===== config.mk =====
export PLATFORM = sky130hd
export DESIGN_NAME = qam_bit_packer
export DESIGN_NICKNAME = d
export VERILOG_FILES = /design/src/rtl/qam_bit_packer.sv
export SDC_FILE = /design/constraint.sdc
export NUM_CORES = 1
export LEC_CHECK = 0
export BUFFER_PORTS_ARGS = -buffer_cell sky130_fd_sc_hd__buf_2
export CORE_ASPECT_RATIO = 0.9
export CORE_UTILIZATION = 35
export DETAILED_ROUTE_END_ITERATION = 10
export SLEW_MARGIN = 20
export SYNTH_ARGS = -nofsm -noshare
export SYNTH_HDL_FRONTEND = slang
export SYNTH_SLANG_ARGS = --single-unit

===== constraint.sdc =====
create_clock -name clk -period 4.04 [get_ports clk]
set_input_delay 0.606 -clock clk [delete_from_list [all_inputs] [get_ports clk]]
set_output_delay 0.606 -clock clk [all_outputs]
set_load 0.1 [all_outputs]

===== src/rtl/qam_bit_packer.sv =====
`default_nettype none
// ============================================================================
// Module   : qam_bit_packer
// Brief    : Packs 16-QAM demapped symbols into framed words behind a FWFT FIFO.
// Revision : 1.0 - initial release
// ============================================================================
module qam_bit_packer #(
    parameter int SYM_BITS       = 4,
    parameter int WORD_W         = 16,
    parameter int SYMS_PER_FRAME = 48,
    parameter int FIFO_DEPTH     = 4
) (
    input  logic                clk,
    input  logic                rst_n,
    input  logic                in_valid,
    output logic                in_ready,
    input  logic [SYM_BITS-1:0] in_bits,
    input  logic                in_sof,
    output logic                out_valid,
    input  logic                out_ready,
    output logic [WORD_W-1:0]   out_data,
    output logic                out_last,
    output logic                sof_err,
    output logic [7:0]          frame_cnt
);

    localparam int C_SPW    = WORD_W / SYM_BITS;
    localparam int C_LANE_W = (C_SPW > 1) ? $clog2(C_SPW) : 1;
    localparam int C_CNT_W  = $clog2(SYMS_PER_FRAME + 1);
    localparam int C_PTR_W  = (FIFO_DEPTH > 1) ? $clog2(FIFO_DEPTH) : 1;
    localparam int C_OCC_W  = $clog2(FIFO_DEPTH + 1);

    localparam logic [C_LANE_W-1:0] C_LANE_LAST = C_LANE_W'(C_SPW - 1);
    localparam logic [C_CNT_W-1:0]  C_SYM_LAST  = C_CNT_W'(SYMS_PER_FRAME - 1);
    localparam logic [C_OCC_W-1:0]  C_OCC_FULL  = C_OCC_W'(FIFO_DEPTH);

    localparam logic [0:0] ST_IDLE = 1'b0;
    localparam logic [0:0] ST_PACK = 1'b1;

    // ------------------------------------------------------------------------
    // State
    // ------------------------------------------------------------------------
    logic [0:0]          state_q,     state_d;
    logic [C_LANE_W-1:0] lane_q,      lane_d;
    logic [C_CNT_W-1:0]  sym_cnt_q,   sym_cnt_d;
    logic [7:0]          frame_cnt_q, frame_cnt_d;
    logic                sof_err_q,   sof_err_d;
    // The final lane never needs storage: it completes the word in the same cycle.
    logic [SYM_BITS-1:0] sym_q [C_SPW-1];
    logic [SYM_BITS-1:0] sym_d [C_SPW-1];

    logic [WORD_W:0]     mem_q [FIFO_DEPTH];
    logic [WORD_W:0]     mem_d [FIFO_DEPTH];
    logic [C_PTR_W-1:0]  wr_ptr_q, wr_ptr_d;
    logic [C_PTR_W-1:0]  rd_ptr_q, rd_ptr_d;
    logic [C_OCC_W-1:0]  occ_q,    occ_d;

    logic                w_accept;
    logic                w_completing;
    logic                w_full;
    logic                w_push;
    logic                w_push_last;
    logic                w_pop;
    logic [WORD_W-1:0]   w_word;

    // ------------------------------------------------------------------------
    // Handshake
    // ------------------------------------------------------------------------
    always_comb begin
        w_full       = (occ_q == C_OCC_FULL);
        w_completing = (state_q == ST_PACK) && (lane_q == C_LANE_LAST) && !in_sof;
        in_ready     = rst_n && !(w_full && w_completing);
        w_accept     = in_valid && in_ready;
    end

    // Earliest symbol lands in the most significant lane.
    always_comb begin
        w_word = '0;
        for (int i = 0; i < C_SPW - 1; i++) begin
            w_word[WORD_W-1-i*SYM_BITS -: SYM_BITS] = sym_q[i];
        end
        w_word[SYM_BITS-1:0] = in_bits;
    end

    // ------------------------------------------------------------------------
    // Framing FSM
    // ------------------------------------------------------------------------
    always_comb begin
        state_d     = state_q;
        lane_d      = lane_q;
        sym_cnt_d   = sym_cnt_q;
        frame_cnt_d = frame_cnt_q;
        sof_err_d   = 1'b0;
        w_push      = 1'b0;
        w_push_last = 1'b0;
        for (int i = 0; i < C_SPW - 1; i++) begin
            sym_d[i] = sym_q[i];
        end

        if (w_accept) begin
            if (in_sof) begin
                // A new start always wins; any partial word of an open frame is dropped.
                sof_err_d = (state_q == ST_PACK);
                sym_d[0]  = in_bits;
                lane_d    = C_LANE_W'(1);
                sym_cnt_d = C_CNT_W'(1);
                state_d   = ST_PACK;
            end else if (state_q == ST_PACK) begin
                for (int i = 0; i < C_SPW - 1; i++) begin
                    if (lane_q == C_LANE_W'(i)) begin
                        sym_d[i] = in_bits;
                    end
                end
                if (lane_q == C_LANE_LAST) begin
                    w_push      = 1'b1;
                    w_push_last = (sym_cnt_q == C_SYM_LAST);
                    lane_d      = '0;
                    if (w_push_last) begin
                        state_d     = ST_IDLE;
                        sym_cnt_d   = '0;
                        frame_cnt_d = frame_cnt_q + 8'd1;
                    end else begin
                        sym_cnt_d = sym_cnt_q + 1'b1;
                    end
                end else begin
                    lane_d    = lane_q + 1'b1;
                    sym_cnt_d = sym_cnt_q + 1'b1;
                end
            end
        end
    end

    // ------------------------------------------------------------------------
    // Output FIFO (first-word fall-through)
    // ------------------------------------------------------------------------
    always_comb begin
        out_valid = (occ_q != '0);
        w_pop     = out_valid && out_ready;
        out_data  = out_valid ? mem_q[rd_ptr_q][WORD_W-1:0] : '0;
        out_last  = out_valid ? mem_q[rd_ptr_q][WORD_W]     : 1'b0;

        for (int i = 0; i < FIFO_DEPTH; i++) begin
            mem_d[i] = mem_q[i];
        end
        wr_ptr_d = wr_ptr_q;
        rd_ptr_d = rd_ptr_q;
        occ_d    = occ_q;

        if (w_push) begin
            mem_d[wr_ptr_q] = {w_push_last, w_word};
            wr_ptr_d        = wr_ptr_q + 1'b1;
        end
        if (w_pop) begin
            rd_ptr_d = rd_ptr_q + 1'b1;
        end
        case ({w_push, w_pop})
            2'b10:   occ_d = occ_q + 1'b1;
            2'b01:   occ_d = occ_q - 1'b1;
            default: occ_d = occ_q;
        endcase
    end

    assign sof_err   = sof_err_q;
    assign frame_cnt = frame_cnt_q;

    // ------------------------------------------------------------------------
    // Registers
    // ------------------------------------------------------------------------
    always_ff @(posedge clk or negedge rst_n) begin
        if (!rst_n) begin
            state_q     <= ST_IDLE;
            lane_q      <= '0;
            sym_cnt_q   <= '0;
            frame_cnt_q <= '0;
            sof_err_q   <= 1'b0;
            wr_ptr_q    <= '0;
            rd_ptr_q    <= '0;
            occ_q       <= '0;
            for (int i = 0; i < C_SPW - 1; i++) begin
                sym_q[i] <= '0;
            end
        end else begin
            state_q     <= state_d;
            lane_q      <= lane_d;
            sym_cnt_q   <= sym_cnt_d;
            frame_cnt_q <= frame_cnt_d;
            sof_err_q   <= sof_err_d;
            wr_ptr_q    <= wr_ptr_d;
            rd_ptr_q    <= rd_ptr_d;
            occ_q       <= occ_d;
            for (int i = 0; i < C_SPW - 1; i++) begin
                sym_q[i] <= sym_d[i];
            end
        end
    end

    // Storage needs no reset: entries are only observable while occupancy is non-zero.
    always_ff @(posedge clk) begin
        for (int i = 0; i < FIFO_DEPTH; i++) begin
            mem_q[i] <= mem_d[i];
        end
    end

endmodule
`default_nettype wire


==> impl_metrics.ini, run 1 <==
[sta]
setup_viol = 0
rsz0062_at_grt = false
fin_crit_ps = 2860
final.period_utilization_pct = 70.78
tns_ps = 0
finalClockSkew_ps = 9.391
maxSlewHeadroom_pct = 35.00
drv_slew = 0
max_freq_mhz = 349.7
finalHoldViolations = 0
worst_slew_pin_slew_ps = 975.0

[routing]
wl_um = 8261
via_count = 2428
routedWlPerCell_um = 17.17
drcViolationCount = 0
ant_nets = 0
vias_per_cell = 5.048
dr.first_iter.drc_count = 160
dr.pass1.iters = 4

[clock_network]
cts_max_level = 3
clockBufferDepth = 2
tritoncts = built
cts_root_buf = clkbuf_16
clk_pin_slew_ps = 70
insertion_delay_ps = 350
numCtsBuffers = 9
postCtsSetupBuffers = 0
cts.repair.resized = 0
cts_sinks = 105
hold_buffers = 0

[run]
cap_violations = 0

[synth]
synth-seq-cells = 105
yosysWarningCount = 0
synth_enable_flop_cells = 68
synth_top_cell_area_share_pct = 45.88
ys_types = 42
yosysSeqAreaShare_pct = 66.69
yosys.area.top_type = edfxtp_1
syn_inst = 275
syn_area_mm2 = 0.004451
syn_nets = 296
synthFlopType = edfxtp_1
ys_async_sr_fraction_pct = 35.24
syn_avg_cell_area_um2 = 16.18
netlist_top_cells_area = edfxtp_1 (46%), dfrtp_1 (21%), mux4_2 (8.6%)

[global_route]
grt_first_pass_wirelength_um = 13540
grt-ovfl-total = 0
grt_usage_pct = 14.07
grt_max_degree = 41
antenna_found_initial = 0
grt_pass1_vias = 2523

[floorplanning]
die_y_um = 109.0
ios = 37
die_w_um = 120.9
num_rows = 38
initial_utilization_pct = 36.42
dieArea_mm2 = 0.01317
coreArea_mm2 = 0.01222

[place]
gp_congestion = 0.7837
numPortBuffers = 36
place_hpwl_um = 5177
dp.cells = 465

[critical_path]
worstPathArrival_ps = 2250
crit_start = rd_ptr_q[1]
rr_startpoint = lane_q[0]
worstSetupEndpointType = primary output
cp-start-kind = register
worstPathRequired_ps = 3430
critPathMaxFanout = 18
rrSetupSlack_ps = 1270
path_class = reg2out

[final_layout]
mostFrequentLayoutCells = edfxtp_1 (68), dfrtp_1 (37), buf_2 (36)
stdcell_count = 481
nets = 337
drive_gt1_share_pct = 28.66
ff_latch_area_mm2 = 0.002968
multi_input_area_mm2 = 0.001400
syn2layout_area_growth_pct = 14.84
layout_commonest_cell = edfxtp_1
fillCellCount = 1116
diodes = 0

[power]
p_per_area_mw_per_mm2 = 787.3
ir_drop_mv = 0.2466
p_leak_nw = 1.963

[outcome]
status = complete, no violations

[worst_hold_path]
min_path_type = in2async
## kinds of logic after synthesis
| kind of cell | share of synthesized area [%] |
|---|---|
| AOI/OAI and AO/OA | 3.655 |
| xor gates and xnor gates | 2.558 |
| adders and majority gates | 3.542 |
| buffers and inverters | 1.855 |
| DFF | 66.69 |
| muxes | 12.15 |
| and+or+nand+nor | 9.559 |
## synthesized netlist by cell type, drive strengths merged, types with 2 or more instances
library cell / count
nor2: 5
nor2b: 2
o2bb2ai: 2
nand4: 3
ha: 11
clkbuf: 4
buf: 5
a21oi: 4
and3: 9
mux4: 17
nand2: 16
mux2: 14
and2: 19
a21o: 2
dfrtp: 37
a21boi: 2
nand3: 8
a31oi: 4
and4: 2
or3: 2
edfxtp: 68
inv: 10
xor2: 3
xnor2: 10
o21ai: 3
## state kept, by name, indices dropped and copies added (netlist names)
signal     flops
sym_cnt_q      6
sym_q         12
mem_q         68
frame_cnt      8
rd_ptr_q       2
sof_err        1
lane_q         2
occ_q          3
state_q        1
wr_ptr_q       2
## final timing paths
| path | end | cells after the start |
|---|---|---|
| worst max-delay path | out_data[1] | 3 |
| worst min-delay path | sym_cnt_q[3] | 2 |
| worst max register to register | occ_q[1] | 8 |
| worst min register to register | frame_cnt[7] | 1 |
| max in group asynchronous | sym_q[8] | 2 |
| min in group clk | frame_cnt[7] | 1 |
## metrics by stage
| step | area, um^2 | total power [mW] | hold WS [ps] | setup WS (ps) | utilization (%) |
|---|---|---|---|---|---|
| 5_1_grt | 5111 | 4.212 | 386.5 | 1050 | 41.83 |
| 2_1_floorplan | 4451 | 2.887 | 310.4 | 308.9 | - |
| 6_report | 5111 | 4.024 | 335.7 | 1180 | 41.83 |
| 3_5_place_dp | 4808 | 3.182 | 459.9 | 1239 | 39.35 |
| 3_3_place_gp | 4808 | 3.152 | 459.8 | 1338 | 39.35 |
| 4_1_cts | 5111 | 4.077 | 349.1 | 1128 | 41.83 |
## routing by layer
metal  routed length, um  up-vias  GRT usage [%]  part of all wire (%)
li1                    -     1120              -                     -
met1                3757     1242          18.08                    45
met2                4059       51          22.90                    49
met3                 338       15          3.870                   4.1
met4                 106        0          5.115                   1.3
met5                   0        -              0                     0
## layout make-up
| class | count | share of cell area [%] |
|---|---|---|
| clock buffer | 10 | 4.480 |
| clock inverter | 6 | 1.444 |
| inverter | 10 | 0.7344 |
| multi-input combinational | 151 | 27.39 |
| sequential | 105 | 58.07 |
| tap | 160 | 3.917 |
| timing repair buffer | 39 | 3.966 |
## power breakdown
group	switching, mW	total (mW)	internal (mW)
registers	0.188	1.52	1.33
logic	1.20	1.63	0.432
clock network	0.388	0.878	0.489
total	1.77	4.02	2.25
## critical path, stage by stage, from the launching register on
cell and delay (ps):
dfrtp_1 980, mux4_2 360, and2_1 130, buf_2 420
(Power assumes the default switching activity.)
==> run 2, diff against run 1 <==
- clock period: 4.04 -> 2.6 ns (I/O delays scaled with it)
==> run 2 against run 1 <==
  * Clock power rose by 48%
  * Cell area rose by 1.7%
  * Highest routed layer unchanged
  * Setup slack got worse by 980 ps
  * Die area did not move
==> impl_metrics.ini, run 2 (synthesis gave the netlist of run 1 again) <==
[outcome]
status = complete, no violations

[routing]
vias_per_cell = 4.872
drcViolationCount = 0
routedWlPerCell_um = 16.52
wl_um = 8126
ant_nets = 0
dr.pass1.iters = 4
via_count = 2397
dr.first_iter.drc_count = 141

[floorplanning]
die_w_um = 120.9
die_y_um = 109.0
coreArea_mm2 = 0.01222
num_rows = 38
dieArea_mm2 = 0.01317
initial_utilization_pct = 36.42
ios = 37

[power]
ir_drop_mv = 0.3975
p_leak_nw = 2.022
power_mw = 6.204
p_per_area_mw_per_mm2 = 1194

[critical_path]
max_stage_delay_ps = 510
worstPathCellList = buf_12, mux4_2, and2_1, buf_2
cp-start-kind = register
worstPathArrival_ps = 2010
path_class = reg2out
critPathMaxFanout = 14
slowest_stage = mux4_2
worstSetupEndpointType = primary output
worstPathRequired_ps = 2210
r2r_cells = 10

[final_layout]
nets = 348
multi_input_area_mm2 = 0.001400
mostFrequentLayoutCells = edfxtp_1 (68), dfrtp_1 (36), buf_2 (36)
largest_register_ffs = 68
fillCellCount = 1114
syn2layout_area_growth_pct = 16.76
stdcell_count = 492
ff_latch_area_mm2 = 0.002969
layout_commonest_cell = edfxtp_1
top_register = mem_q
diodes = 0
drive_gt1_share_pct = 31.33

[sta]
setup_viol = 0
final.period_utilization_pct = 92.48
maxSlewHeadroom_pct = 67.45
finalHoldViolations = 0
fin_crit_ps = 2404
finalClockSkew_ps = 9.330
rsz0062_at_grt = false
drv_slew = 0
max_freq_mhz = 415.9
worst_slew_pin_slew_ps = 491.6

[global_route]
antenna_found_initial = 0
grt_first_pass_wirelength_um = 13120
grt_usage_pct = 13.72
grt_max_degree = 25
grt-ovfl-total = 0
grt_pass1_vias = 2424

[clock_network]
numCtsBuffers = 9
hold_buffers = 0
cts_root_buf = clkbuf_16
insertion_delay_ps = 340
clk_pin_slew_ps = 70
cts_max_level = 3
clockBufferDepth = 2
cts_sinks = 105
tritoncts = built
postCtsSetupBuffers = 0
cts.repair.resized = 0

[worst_hold_path]
min_path_type = in2async

[place]
gp_congestion = 0.8024
place_hpwl_um = 5338
dp.cells = 476
numPortBuffers = 36

[run]
cap_violations = 0
-- run 2: changes by cell type in the layout (fill, tap and decap cells not counted) --
| cell | change |
|---|---|
| buf_4 | +10 |
| dfrtp_2 | +1 |
| dfrtp_1 | -1 |
| buf_12 | +1 |
| clkinvlp_4 | -2 |
| clkinv_4 | +3 |
| a21boi_0 | -1 |
| inv_6 | -1 |
| clkinv_8 | +1 |
| bufinv_16 | -1 |
| a21boi_1 | +1 |
-- run 2: routing by layer --
layer / routed length, um / track usage, % / share of wire (%) / vias to the layer above
li1: - / - / - / 1142
met1: 3713 / 17.52 / 46 / 1193
met2: 3967 / 22.57 / 49 / 58
met3: 395 / 4.446 / 4.9 / 4
met4: 48 / 3.616 / 0.59 / 0
met5: 0 / 0 / 0 / -
-- run 2: path summary, 6_finish.rpt --
kind                              startpoint      endpoint  slack, ps
worst min-delay path                   rst_n  sym_cnt_q[1]         10
worst max-delay path             rd_ptr_q[0]   out_data[1]        200
worst max register to register     lane_q[0]      occ_q[2]        400
min in group clk                  in_bits[0]   mem_q[2][0]        340
worst min register to register  frame_cnt[7]  frame_cnt[7]        470
max in group asynchronous              rst_n   rd_ptr_q[0]       2270
-- run 2: report_power, final --
group	leakage (nW)	total (mW)	switching, mW	internal [mW]
Sequential	1.08	2.33	0.255	2.07
Combinational	0.800	2.58	1.87	0.711
Clock	0.142	1.30	0.624	0.673
Total	2.02	6.20	2.75	3.46
-- run 2: layout make-up --
cell class,instances,share of cell area (%)
clock buffers,10,4.406
well taps,160,3.853
multi-input cells,151,26.94
repair buffers,50,5.731
inverters,10,0.7224
clock inverters,6,1.204
flip-flops and latches,105,57.14
-- run 2: worst max-delay path: cells and delay by family (launching register included) --
kind / cells / cell delay, ps
muxes: 1 / 510
DFF: 1 / 480
buffers and inverters: 2 / 490
and+or+nand+nor: 1 / 180
-- run 2: per-stage QoR --
| stage | hold WS (ps) | TNS, ps | worst slack (ps) | utilization [%] | cell area, um^2 |
|---|---|---|---|---|---|
| global route | 26.52 | 0 | 104.4 | 42.53 | 5196 |
| finish | 10.66 | 0 | 195.6 | 42.53 | 5196 |
| CTS | 12.76 | 0 | 51.34 | 42.51 | 5195 |
| detailed placement | 381.6 | 0 | 397.1 | 40.13 | 4903 |
| global placement | 379.2 | 0 | 454.8 | 40.13 | 4903 |
| floorplan | 94.41 | -172.5 | -172.5 | - | 4452 |
==> run 3, diff against run 2 <==
- PLACE_DENSITY_LB_ADDON: default -> 0.08
==> run 3 against run 2 <==
  * Critical path type unchanged
  * Cell area grew 1.5%
  * Non-clock buffer count grew 6
  * Die area is the same
  * Routed wire length grew 7.0%
  * First-iteration DRC count shrank 30%
  * Global-route usage grew 1.0 points
  * Critical path depth is the same
  * Hold slack gained 330 ps
  * Via count grew 1.5%
  * Fmax grew 0.28%
  * Core utilization grew 0.62 points
  * Power grew 2.8%
==> impl_metrics.ini, run 3 (synthesis gave the netlist of run 1 again) <==
[outcome]
status = complete, no violations

[clock_network]
insertion_delay_ps = 340
postCtsSetupBuffers = 0
cts_root_buf = clkbuf_16
tritoncts = built
cts_sinks = 105
numCtsBuffers = 9
cts_max_level = 3
clockBufferDepth = 2
clk_pin_slew_ps = 70

[final_layout]
layout_commonest_cell = edfxtp_1
top_register = mem_q
mostFrequentLayoutCells = edfxtp_1 (68), dfrtp_1 (37), buf_2 (36)
stdcell_area_mm2 = 0.005273
final_core_util_pct = 43.15
nets = 354
diodes = 0
syn2layout_area_growth_pct = 18.47
stdcell_count = 498
largest_register_ffs = 68
drive_gt1_share_pct = 31.95

[critical_path]
path_class = reg2out
worstPathRequired_ps = 2210
cpLargestDelayFamily = buffers and inverters
timing.rr.end = occ_q[2]
r2r_cells = 10
crit_buf_inv = 2
worstPathArrival_ps = 2010
rr_startpoint = lane_q[0]
slowest_stage = mux4_2
worstSetupEndpointType = primary output
max_stage_delay_ps = 570
rrSetupSlack_ps = 360
critPathMaxFanout = 13
cp-start-kind = register
worstPathCellList = buf_4, mux4_2, and2_1, buf_2

[sta]
finalClockSkew_ps = 6.279
finalHoldViolations = 0
max_freq_mhz = 417.0
worst_slew_pin_slew_ps = 510.8
setup_viol = 0
rsz0062_at_grt = false
fin_crit_ps = 2398
setup_slack_ps = 202.2
maxSlewHeadroom_pct = 66.18
drv_slew = 0
final.period_utilization_pct = 92.22

[routing]
routedWlPerCell_um = 17.46
wl_um = 8693
drcViolationCount = 0
via_count = 2433
vias_per_cell = 4.886
dr.pass1.iters = 4
ant_nets = 0
dr.first_iter.drc_count = 99

[place]
pre_cts_slack_ps = 353.6
dp.cells = 481
place_area_mm2 = 0.004941
gp_congestion = 0.7268
place_hpwl_um = 5784
numPortBuffers = 36

[global_route]
use_met3_pct = 4.132
grtUsageMet1_pct = 19.05
grt_pass1_vias = 2481
grt_usage_pct = 14.76
busiest_layer = met2
grt_first_pass_wirelength_um = 13910
use_met2_pct = 23.63
grt-ovfl-total = 0
grt_max_degree = 21
antenna_found_initial = 0

[floorplanning]
die_y_um = 109.0
num_rows = 38
initial_utilization_pct = 36.42
coreArea_mm2 = 0.01222
ios = 37
die_w_um = 120.9
dieArea_mm2 = 0.01317

[power]
p_leak_nw = 2.072
p_per_area_mw_per_mm2 = 1210
power_mw = 6.378
ir_drop_mv = 0.4474

[worst_hold_path]
min_to = mem_q[2][0]
min_from = in_bits[0]
hold_depth = 1
min_path_type = in2reg

[run]
cap_violations = 0
## run 3: cell count changes in the layout (fill, tap and decap cells not counted), sizes merged
cell	before	now
clkbuf	10	11
dlygate4sd3	0	1
clkinv	4	2
bufinv	0	2
buf	50	55
inv	12	11
## run 3: layer usage
| layer | routed length (um) | vias to the layer above | share of wire, % |
|---|---|---|---|
| met1 | 4010 | 1230 | 46 |
| li1 | - | 1157 | - |
| met3 | 324 | 10 | 3.7 |
| met2 | 4216 | 36 | 48 |
| met5 | 0 | - | 0 |
| met4 | 142 | 0 | 1.6 |
## run 3: worst register-to-register path: cells and delay by family (launching register included)
kind / cells / cell delay, ps
fa+ha+maj: 3 / 770
simple gates: 4 / 600
flops: 1 / 430
xor+xnor: 2 / 300
buf+inv: 1 / 60
## run 3: area by class of cell
cell class                      count  area [um^2]
Clock buffer                       11        242.7
Clock inverter                      5        78.83
Fill cell                        1104         6947
Inverter                           10        37.54
Multi-Input combinational cell    151         1400
Sequential cell                   105         2968
Tap cell                          160        200.2
Timing Repair Buffer               56        345.3
## run 3: metrics by stage
step,TNS [ps],hold WS [ps]
finish,0,338.6
global route,0,343.9
CTS,0,335.6
detailed placement,0,231.6
global placement,0,232.6
floorplan,-172.5,94.41
## run 3: where the power goes
group / leakage, nW / internal (mW) / switching [mW]
Combinational: 0.830 / 0.721 / 1.91
Sequential: 1.08 / 2.07 / 0.230
Clock: 0.160 / 0.870 / 0.579
## run 3: worst max path at each step
stage / startpoint / end / slack [ps] / depth (start not counted)
2_1_floorplan: lane_q[0] / in_ready / -170 / 3
3_5_place_dp: lane_q[0] / occ_q[2] / 350 / 10
6_report: rd_ptr_q[0] / out_data[0] / 200 / 4
4_1_cts: rst_n / in_ready / 130 / 5
5_1_grt: rst_n / in_ready / 50 / 5
3_3_place_gp: lane_q[0] / occ_q[2] / 420 / 10
## run 3: timing repair
| item | 4_1_cts | 5_1_grt |
|---|---|---|
| hold buffers | 1 | 0 |
| hold endpoints to repair | 4 | 0 |
| resized for setup | 0 | 0 |
